<file path="src/rtl/alu_mul_sequencer.sv">
// Shift-and-add multiplier that reuses the team ALU (fixed to add) to form the
// low W bits of a*b, terminating early once the remaining multiplier bits are zero.

module alu #(
    parameter int unsigned W = 32
) (
    input  logic [W-1:0] i_a,
    input  logic [W-1:0] i_b,
    input  logic [1:0]   i_op,
    output logic [W-1:0] o_out,
    output logic         o_co,
    output logic         o_v,
    output logic         o_n,
    output logic         o_z
);
    logic [W-1:0] w_b_eff;
    logic [W:0]   w_sum;
    logic         w_is_sub;
    logic         w_is_arith;

    assign w_is_sub   = (i_op == 2'b01);
    assign w_is_arith = ~i_op[1];
    assign w_b_eff    = w_is_sub ? ~i_b : i_b;
    assign w_sum      = {1'b0, i_a} + {1'b0, w_b_eff} + {{W{1'b0}}, w_is_sub};

    always_comb begin
        o_out = w_sum[W-1:0];
        unique case (i_op)
            2'b00, 2'b01: o_out = w_sum[W-1:0];
            2'b10:        o_out = i_a & i_b;
            2'b11:        o_out = i_a | i_b;
            default:      o_out = w_sum[W-1:0];
        endcase
    end

    assign o_co = w_is_arith & w_sum[W];
    assign o_v  = w_is_arith & (i_a[W-1] == w_b_eff[W-1]) & (w_sum[W-1] != i_a[W-1]);
    assign o_n  = o_out[W-1];
    assign o_z  = (o_out == '0);
endmodule

module alu_mul_sequencer #(
    parameter int unsigned W = 32
) (
    input  logic         clk,
    input  logic         reset,
    input  logic         start,
    input  logic [W-1:0] a,
    input  logic [W-1:0] b,
    output logic         busy,
    output logic         done,
    output logic [W-1:0] product,
    output logic         N,
    output logic         Z
);
    localparam int unsigned CW = (W > 1) ? $clog2(W) : 1;

    typedef enum logic [1:0] {StIdle, StRun, StDone} state_e;

    state_e        r_state;
    logic [W-1:0]  r_acc;
    logic [W-1:0]  r_mcand;
    logic [W-1:0]  r_mplier;
    logic [CW-1:0] r_count;

    logic [W-1:0]  w_alu_out;
    logic [W-1:0]  w_acc_next;
    logic [W-1:0]  w_mplier_shr;
    logic          w_last;
    logic          w_alu_co;
    logic          w_alu_v;
    logic          w_alu_n;
    logic          w_alu_z;
    logic          w_unused_flags;

    alu #(
        .W (W)
    ) u_alu (
        .i_a   (r_acc),
        .i_b   (r_mcand),
        .i_op  (2'b00),
        .o_out (w_alu_out),
        .o_co  (w_alu_co),
        .o_v   (w_alu_v),
        .o_n   (w_alu_n),
        .o_z   (w_alu_z)
    );

    // Truncated product needs no carry/overflow/flag information from the ALU.
    assign w_unused_flags = w_alu_co ^ w_alu_v ^ w_alu_n ^ w_alu_z;

    assign w_acc_next   = r_mplier[0] ? w_alu_out : r_acc;
    assign w_mplier_shr = r_mplier >> 1;
    assign w_last       = (w_mplier_shr == '0) || (r_count == CW'(W - 1));

    always_ff @(posedge clk or posedge reset) begin
        if (reset) begin
            r_state  <= StIdle;
            r_acc    <= '0;
            r_mcand  <= '0;
            r_mplier <= '0;
            r_count  <= '0;
            busy     <= 1'b0;
            done     <= 1'b0;
            product  <= '0;
            N        <= 1'b0;
            Z        <= 1'b0;
        end else begin
            unique case (r_state)
                StIdle: begin
                    if (start) begin
                        r_acc    <= '0;
                        r_mcand  <= a;
                        r_mplier <= b;
                        r_count  <= '0;
                        busy     <= 1'b1;
                        r_state  <= StRun;
                    end
                end
                StRun: begin
                    r_acc    <= w_acc_next;
                    r_mcand  <= r_mcand << 1;
                    r_mplier <= w_mplier_shr;
                    r_count  <= r_count + 1'b1;
                    if (w_last) begin
                        r_state <= StDone;
                        done    <= 1'b1;
                        product <= w_acc_next;
                        N       <= w_acc_next[W-1];
                        Z       <= (w_acc_next == '0);
                    end
                end
                StDone: begin
                    done    <= 1'b0;
                    busy    <= 1'b0;
                    r_state <= StIdle;
                end
                default: r_state <= StIdle;
            endcase
        end
    end
endmodule

</file>
<file path="config.mk">
export PLATFORM = sky130hd
export DESIGN_NAME = alu_mul_sequencer
export DESIGN_NICKNAME = d
export VERILOG_FILES = /design/src/rtl/alu_mul_sequencer.sv
export SDC_FILE = /design/constraint.sdc
export NUM_CORES = 1
export LEC_CHECK = 0
export ABC_AREA = 1
export CORE_AREA = 2 2 132 134
export CTS_CLUSTER_SIZE = 10
export DETAILED_ROUTE_END_ITERATION = 8
export DIE_AREA = 0 0 134 136
export PLACE_DENSITY = 0.79
export SLEW_MARGIN = 10
export SYNTH_ARGS = -nofsm -noshare
export SYNTH_HDL_FRONTEND = slang
export SYNTH_HIERARCHICAL = 1
export SYNTH_SLANG_ARGS = --single-unit
export TNS_END_PERCENT = 1
</file>
<file path="constraint.sdc">
create_clock -name clk -period 10.5 [get_ports clk]
set_input_delay 2.1 -clock clk [delete_from_list [all_inputs] [get_ports clk]]
set_output_delay 2.1 -clock clk [all_outputs]
set_load 0.05 [all_outputs]
</file>
# Yosys cells after proc, flatten, opt, wreduce, memory -nomap -nowiden
# Cells that the tools add are included.
# Widths: inputs -> output; s select.
[classes]
muxes = 16
n_reduce_logical = 12
n_eq_ne = 5
addsub = 2
[op_table]
columns = ["op", "count"]
rows = [
  ["$pmux 32 s2", 3],
  ["$mux 32", 4],
  ["$logic_not 32->1", 2],
  ["$add 32x32->32", 1],
  ["$pmux 5 s2", 1],
  ["$reduce_and 2->1", 5],
  ["$reduce_bool 2->1", 3],
  ["$add 5x1->5 const B", 1],
  ["$eq 5x5->1 const B", 1],
  ["$mux 5", 1],
  ["$mux 2", 2],
  ["$ne 2x2->1 const B", 2],
  ["$pmux 1 s2", 2],
  ["$pmux 2 s2", 1],
  ["$eq 2x1->1 const B", 1],
  ["$eq 2x2->1 const B", 1],
  ["$logic_not 2->1", 1],
  ["$mux 1", 2],
  ["$logic_or 1x1->1", 1],
]
[word_totals]
output_inout_bits = 36
ff_bits = 139
wordCells = 45
inputBits = 67

# Longest topological paths before layout
# Gate-level depths: netlist of the first run.
[depth]
depth_word = 4
mapped_depth = 29
mapped_depth_nobuf = 27

# Hierarchy
# The synthesis of the first run kept the hierarchy.
[by_module_without_submodules]
columns = ["mod", "cells_each", "seq_area_each_um2", "area_per_inst_um2", "n_inst"]
rows = [
  ["alu_mul_sequencer", 708, 3453.3, 6185.9, 1],
  ["alu", 723, 0.0, 3719.8, 1],
]

# Least setup slack after synthesis of the first run
# OpenSTA, ideal clock, no wires.
[synth_timing]
path_kind = "input-to-reg"
from = "in start"
to = "reg r_mcand[0]"
arrival_time_ps = 2889
path_stages = 6
n_path_buf = 2
setup_ps = 122
slack_ps = 7490
required_ps = 10378
cell_sequence = "buf_2 > nand2_1 > nand2_2 > inv_2 > buf_2 > a32o_1"
[synth_between]
elab_chain_cells = 2
[synth_lines]
columns = ["item", "line", "source"]
rows = [
  ["start, declared", "47", "input logic start,"],
  ["$ne 2x2->1 (no source line)", "-", ""],
  ["$reduce_and 2->1 (no source line)", "-", ""],
  ["end signal, assigned", "122", "r_mcand <= r_mcand << 1;"],
  ["end, declared", "62", "logic [W-1:0] r_mcand;"],
]
# No other way between the ends.
# A chain may end at the register's enable or synchronous reset.

# Worst setup path after layout of the first run
[layout_timing]
from = "in start"
to = "reg r_mcand[8]"
# Same word-level chain as after synthesis.

==> metrics.txt, run 1 <==
outcome completed; Syn Inst Count ~1400; commonest non-fill, non-tap cell in the layout nand2_1; Fin. Hold Viols 0; Setup TNS 0 ns; P&R area growth vs syn 16.4%; Post-Syn Area 9720 µm²; antenna violations before repair 0; die width 134 µm; die height 136 µm; vias per inst 5.63; fin area 11300 µm²; Max Buffers Root-to-Sink 2; period utilisation layout around two fifths; critical path required time between 10 and 15 ns; First-pass DRT Iterations 8; Worst Hold Class register to register; vias in the first global route 8770; DPL Wire Length 19.7 mm; Initial Util between 50% and 60%; crit-path max FO 60; max-cap viol count 0; row count 48; Achievable Freq 247 MHz; Setup Buffers After CTS 0; fin crit period 4.06 ns; most frequent cells in the layout nand2_1 (397), inv_1 (181), dfrtp_1 (138); Cell Pwr Density 390 nW/µm²; Min Hold Slack 0.479 ns; first-pass GRT wire length roughly 44 mm; CP Launch Type input pin; diode count 0; FILL cells 1417; dpl cell area between 10000 and 15000 µm²; Mean Syn Cell Area 7.00 µm²; Tot GR Track Use 30.9%; Final ANT Viol Nets 0; DRT Wirelength 27.6 mm; CTS tree done; Nets ~1600; full die area 18200 µm²; io pins 103; H-tree Lvls 4; Worst Setup Path Type input pin to register; initial DRC count 968; Routability Congestion 0.955; DRC violation count after routing 0; Slew @ Worst Pin ~1.1 ns; port bufs just over 100; largest net degree at the start of global routing between 80 and 90; sequential cell area 3450 µm²; share of cells above drive strength 1 6.43%; Yosys Warn Count 6; CP Capture Type register; number of vias in the routed layout 9593; post_cts resized 0; Max-slew headroom between 20% and 30%; clk sinks between 100 and 150; WP data arrival about 4.3 ns; unrepaired setup endpoints after global routing no; worst clock skew 0.0126 ns; CTS Buf Count 17; max-slew violations 0; leakage 5.66 nW; worst skew pair latency around 0.43 ns; worst vdd ir 0.000295 V; GRT overflow 0; Core ar. 16900 µm²; Root Buffer clkbuf_16; multi-input logic area 5190 µm²; hold buffers post-CTS 0; post-layout util 67.0%; # setup viols final 0; wire length per cell 16.2 µm; Worst-path clk slew roughly 0.060 ns
[layout make-up]
cell class | instances | area share, %
Multi-Input combinational cell | 1006 | 45.9
Sequential cell | 138 | 30.5
Timing Repair Buffer | 109 | 9.49
Inverter | 193 | 6.49
Clock buffer | 19 | 3.92
Tap cell | 225 | 2.49
Clock inverter | 13 | 1.18
[sequential cells by signal, indices dropped and copies added (netlist names)]
| name | cells |
|---|---|
| r_mplier | 32 |
| product | 31 |
| r_acc | 32 |
| done | 1 |
| N | 1 |
| r_mcand | 32 |
| r_count | 5 |
| Z | 1 |
| busy | 1 |
| r_state | 2 |
[metrics by stage]
stage	power, mW	std cells	setup slack [ns]
after floorplan	3.06	1394	4.70
after global placement	3.68	1671	6.09
after detailed placement	3.74	1671	6.00
after CTS	4.36	1703	6.46
after global routing	4.76	1703	6.25
final	4.41	1703	6.44
[power by group]
part           switching (mW)  total (mW)  internal [mW]
combinational            1.80        2.75          0.948
clock                   0.257       0.596          0.338
sequential              0.269        1.06          0.794
[metal layers]
metal | wire [µm] | global-route usage [%]
met5 | 0 | 0
met4 | 487 | 8.81
met3 | 2120 | 4.33
met2 | 12400 | 48.0
met1 | 12600 | 45.4
[worst max-delay path, stage by stage]
cell	delay, ns
clkdlybuf4s50_1	0.81
nand2_1	0.28
nand2_2	0.08
inv_2	0.84
a21oi_1	0.18
[worst paths after layout]
check / from / end / slack (ns) / depth (start not counted)
max: start / r_mcand[8] / 6.44 / 5
min: product[17] / product[17] / 0.48 / 2
max reg2reg: r_mcand[0] / Z / 7.13 / 23
min reg2reg: product[17] / product[17] / 0.48 / 2
max in group asynchronous: reset / r_mcand[8] / 7.00 / 3
min in group asynchronous: reset / product[24] / 2.08 / 2
(Power assumes the default switching activity.)
==> run 2: changes to the inputs <==
- CORE_AREA: 2 2 132 134 -> 2 2 140 142
- DIE_AREA: 0 0 134 136 -> 0 0 142 144
- PLACE_DENSITY: 0.79 -> 0.74
- clock period: 10.5 -> 3.55 ns (I/O delays scaled with it)
==> run 2 against run 1 <==
Sequential cell count did not move. Cell count rose by 1.1%. First-iteration DRC count fell by 5.5%. Wire length rose by 5.4%. Clock power rose to 3.1 times the previous value. Hold slack improved by 0.0024 ns. Register-to-register slack got worse by 6.8 ns. Sequential share of layout area fell by 0.28 points. Sequential power rose to 3.0 times the previous value. Die area rose by 12%. Clock-buffer cell count rose by 2. Combinational power rose to 3.0 times the previous value. Critical path type is now register to register. Critical endpoint is now Z. Largest cell class unchanged. Largest power group unchanged.
==> metrics.txt, run 2 (same netlist as run 1, synthesis figures left out) <==
antenna violations before repair 0 (unchanged); critical path required time 3.91 ns (was 10.76 ns); Worst-path clk slew 0.06 ns (about the same); Routability Congestion 0.953 (was 0.955); # setup viols final 0 (unchanged); initial DRC count 915 (was 968); largest registers r_acc: 32 flops, r_mcand: 32 flops, r_mplier: 32 flops (unchanged); launch point of the worst hold path product[29] (was product[17]); Achievable Freq 311 MHz; clk sinks 138 (unchanged); worst reg-to-reg path cell count 23 (unchanged); die height 144 µm (was 136 µm); Worst Setup Path Type register to register (was input pin to register); P&R area growth vs syn 17.5% (was 16.4%); outcome completed (unchanged); WP data arrival 3.58 ns (was 4.32 ns); FILL cells 1759 (was 1417); commonest non-fill, non-tap cell in the layout nand2_1 (unchanged); First-pass DRT Iterations 5 (was 8); met3 routed WL 2.40 mm (was 2.12 mm); Slew @ Worst Pin 0.916 ns (was 1.13 ns); unrepaired setup endpoints after global routing no (unchanged); fin crit period around 3.2 ns; DRT Wirelength 29.1 mm (was 27.6 mm); Tot GR Track Use 29.2% (was 30.9%); vias per inst 5.62 (was 5.63); Fin. Hold Viols 0 (unchanged); DPL Wire Length 20.9 mm (was 19.7 mm); RR Endpoint Z (unchanged); CP max stage cell dfrtp_2 (was inv_2); wire length per cell 16.9 µm (was 16.2 µm); Max-slew headroom 38.8% (was 24.5%); slowest stage delay, CP 0.43 ns (was 0.84 ns); DRC violation count after routing 0 (unchanged); io pins 103 (unchanged); sequential cell area 3450 µm² (about the same); Tot Pwr 13.2 mW (was 4.41 mW); most frequent cells in the layout nand2_1 (397), inv_1 (181), dfrtp_1 (137) (was nand2_1 (397), inv_1 (181), dfrtp_1 (138)); Max Buffers Root-to-Sink 2 (unchanged); full die area 20400 µm² (was 18200 µm²); Setup Buffers After CTS 0 (unchanged); Initial Util 50.9% (was 57.6%); Metal-1 WL 13.1 mm (was 12.6 mm); die width 142 µm (was 134 µm); port bufs 102 (unchanged); r2r startpoint r_mcand[0] (unchanged); first-pass GRT wire length 46.5 mm (was 44.3 mm); Setup TNS 0 ns (unchanged); Final ANT Viol Nets 0 (unchanged); reg-to-reg slack, setup 0.33 ns (was 7.13 ns); period utilisation layout 90.6%; largest net degree at the start of global routing 55 (was 81); CP Capture Type register (unchanged); worst clock skew 0.0153 ns (was 0.0126 ns); number of vias in the routed layout 9677 (was 9593); Core ar. 19100 µm² (was 16900 µm²); worst vdd ir 0.000566 V (was 0.000295 V); CP Launch Type register (was input pin); CTS Buf Count 17 (unchanged); CTS tree done (unchanged); Root Buffer clkbuf_16 (unchanged); Top Metal Used met4 (unchanged); DR WL met2 13.1 mm (was 12.4 mm); worst hold path depth 2 (unchanged); CP Cell Sequence nand2_1 -> nand2_1 -> inv_1 -> fa_1 -> inv_1 -> nand3_1 -> nand2_2 -> nand2_2 -> nand3_2 -> nand3b_1 -> nand2_1 -> nand2_1 -> nand3_1 -> nand2_1 -> nand2_1 -> o21ai_1 -> nor2_2 -> nand2_1 -> nor2_1 -> nand2_1 -> nor2_1 -> nand2_1 -> nand2_1 (was clkdlybuf4s50_1 -> nand2_1 -> nand2_2 -> inv_2 -> a21oi_1); Crit path top cell by count nand2_1; diode count 0 (unchanged); Nets 1575 (was 1570); share of cells above drive strength 1 6.88% (was 6.43%); multi-input logic area 5200 µm² (was 5190 µm²); max-cap viol count 0 (unchanged); max-slew violations 0 (unchanged); vias in the first global route 8964 (was 8770); worst skew pair latency 0.43 ns (about the same); Hold Path Sink product[29] (was product[17]); Cell Pwr Density 1160 nW/µm² (was 390 nW/µm²); crit-path max FO 6 (was 60); row count 51 (was 48); GRT overflow 0 (unchanged); H-tree Lvls 4 (unchanged); Worst Hold Class register to register (unchanged); leakage 5.71 nW (was 5.66 nW)
-- run 2: changes by cell type in the layout (fill, tap and decap cells not counted), moves of 2 or more --
cell	previous run	this run
inv_8	2	0
buf_12	0	2
buf_4	7	10
clkbuf_8	1	3
clkinvlp_4	5	3
-- run 2: how the worst max path moves through the flow --
stage          end  cells after the start       start
2_1_floorplan    Z                     26  r_mcand[1]
3_3_place_gp     Z                     23  r_mcand[0]
3_5_place_dp     Z                     23  r_mcand[0]
4_1_cts          Z                     23  r_mcand[0]
5_1_grt          Z                     23  r_mcand[0]
6_report         Z                     23  r_mcand[0]
-- run 2: worst max-delay path: cells and delay by family, from the launching register on --
| family | cells | cell delay [ns] |
|---|---|---|
| adder cells (fa/ha/maj) | 1 | 0.36 |
| AO/OA/AOI/OAI | 1 | 0.15 |
| AND/OR/NAND/NOR | 19 | 1.91 |
| flip-flops | 1 | 0.43 |
| buffers and inverters | 2 | 0.29 |
-- run 2: final cells by class --
class,count,share of cell area (%)
Clock inverter,11,1.16
Multi-Input combinational cell,1006,45.5
Sequential cell,138,30.2
Timing Repair Buffer,114,9.95
Clock buffer,21,4.12
Tap cell,238,2.61
Inverter,193,6.42
-- run 2: timing repair --
action | 4_1_cts | 5_1_grt
endpoints found under the setup margin | 0 | 1
hold buffers | 0 | 0
gates resized for setup | 0 | 2
-- run 2: metal layers --
metal / global-route usage [%] / up-vias
met5: 0 / -
met4: 6.95 / 0
met3: 5.07 / 41
met2: 45.9 / 401
met1: 42.3 / 4567
li1: - / 4668
-- run 2: where the power goes --
group | switching (mW) | leakage [nW] | total, mW | internal [mW]
Sequential | 0.784 | 1.70 | 3.13 | 2.35
Combinational | 5.41 | 3.72 | 8.23 | 2.82
Clock | 0.754 | 0.291 | 1.86 | 1.10
Total | 6.94 | 5.71 | 13.2 | 6.28
-- run 2: stage by stage --
step / setup WS, ns / area [µm²] / instances / util [%] / hold WS [ns]
6_report: 0.333 / 11400 / 1721 / 59.9 / 0.481
3_5_place_dp: 0.363 / 10800 / 1689 / 56.7 / 0.465
5_1_grt: 0.0465 / 11400 / 1721 / 59.9 / 0.507
2_1_floorplan: 1.04 / 9740 / 1394 / - / 0.471
3_3_place_gp: 0.345 / 10800 / 1689 / 56.7 / 0.463
4_1_cts: 0.315 / 11400 / 1721 / 59.8 / 0.485
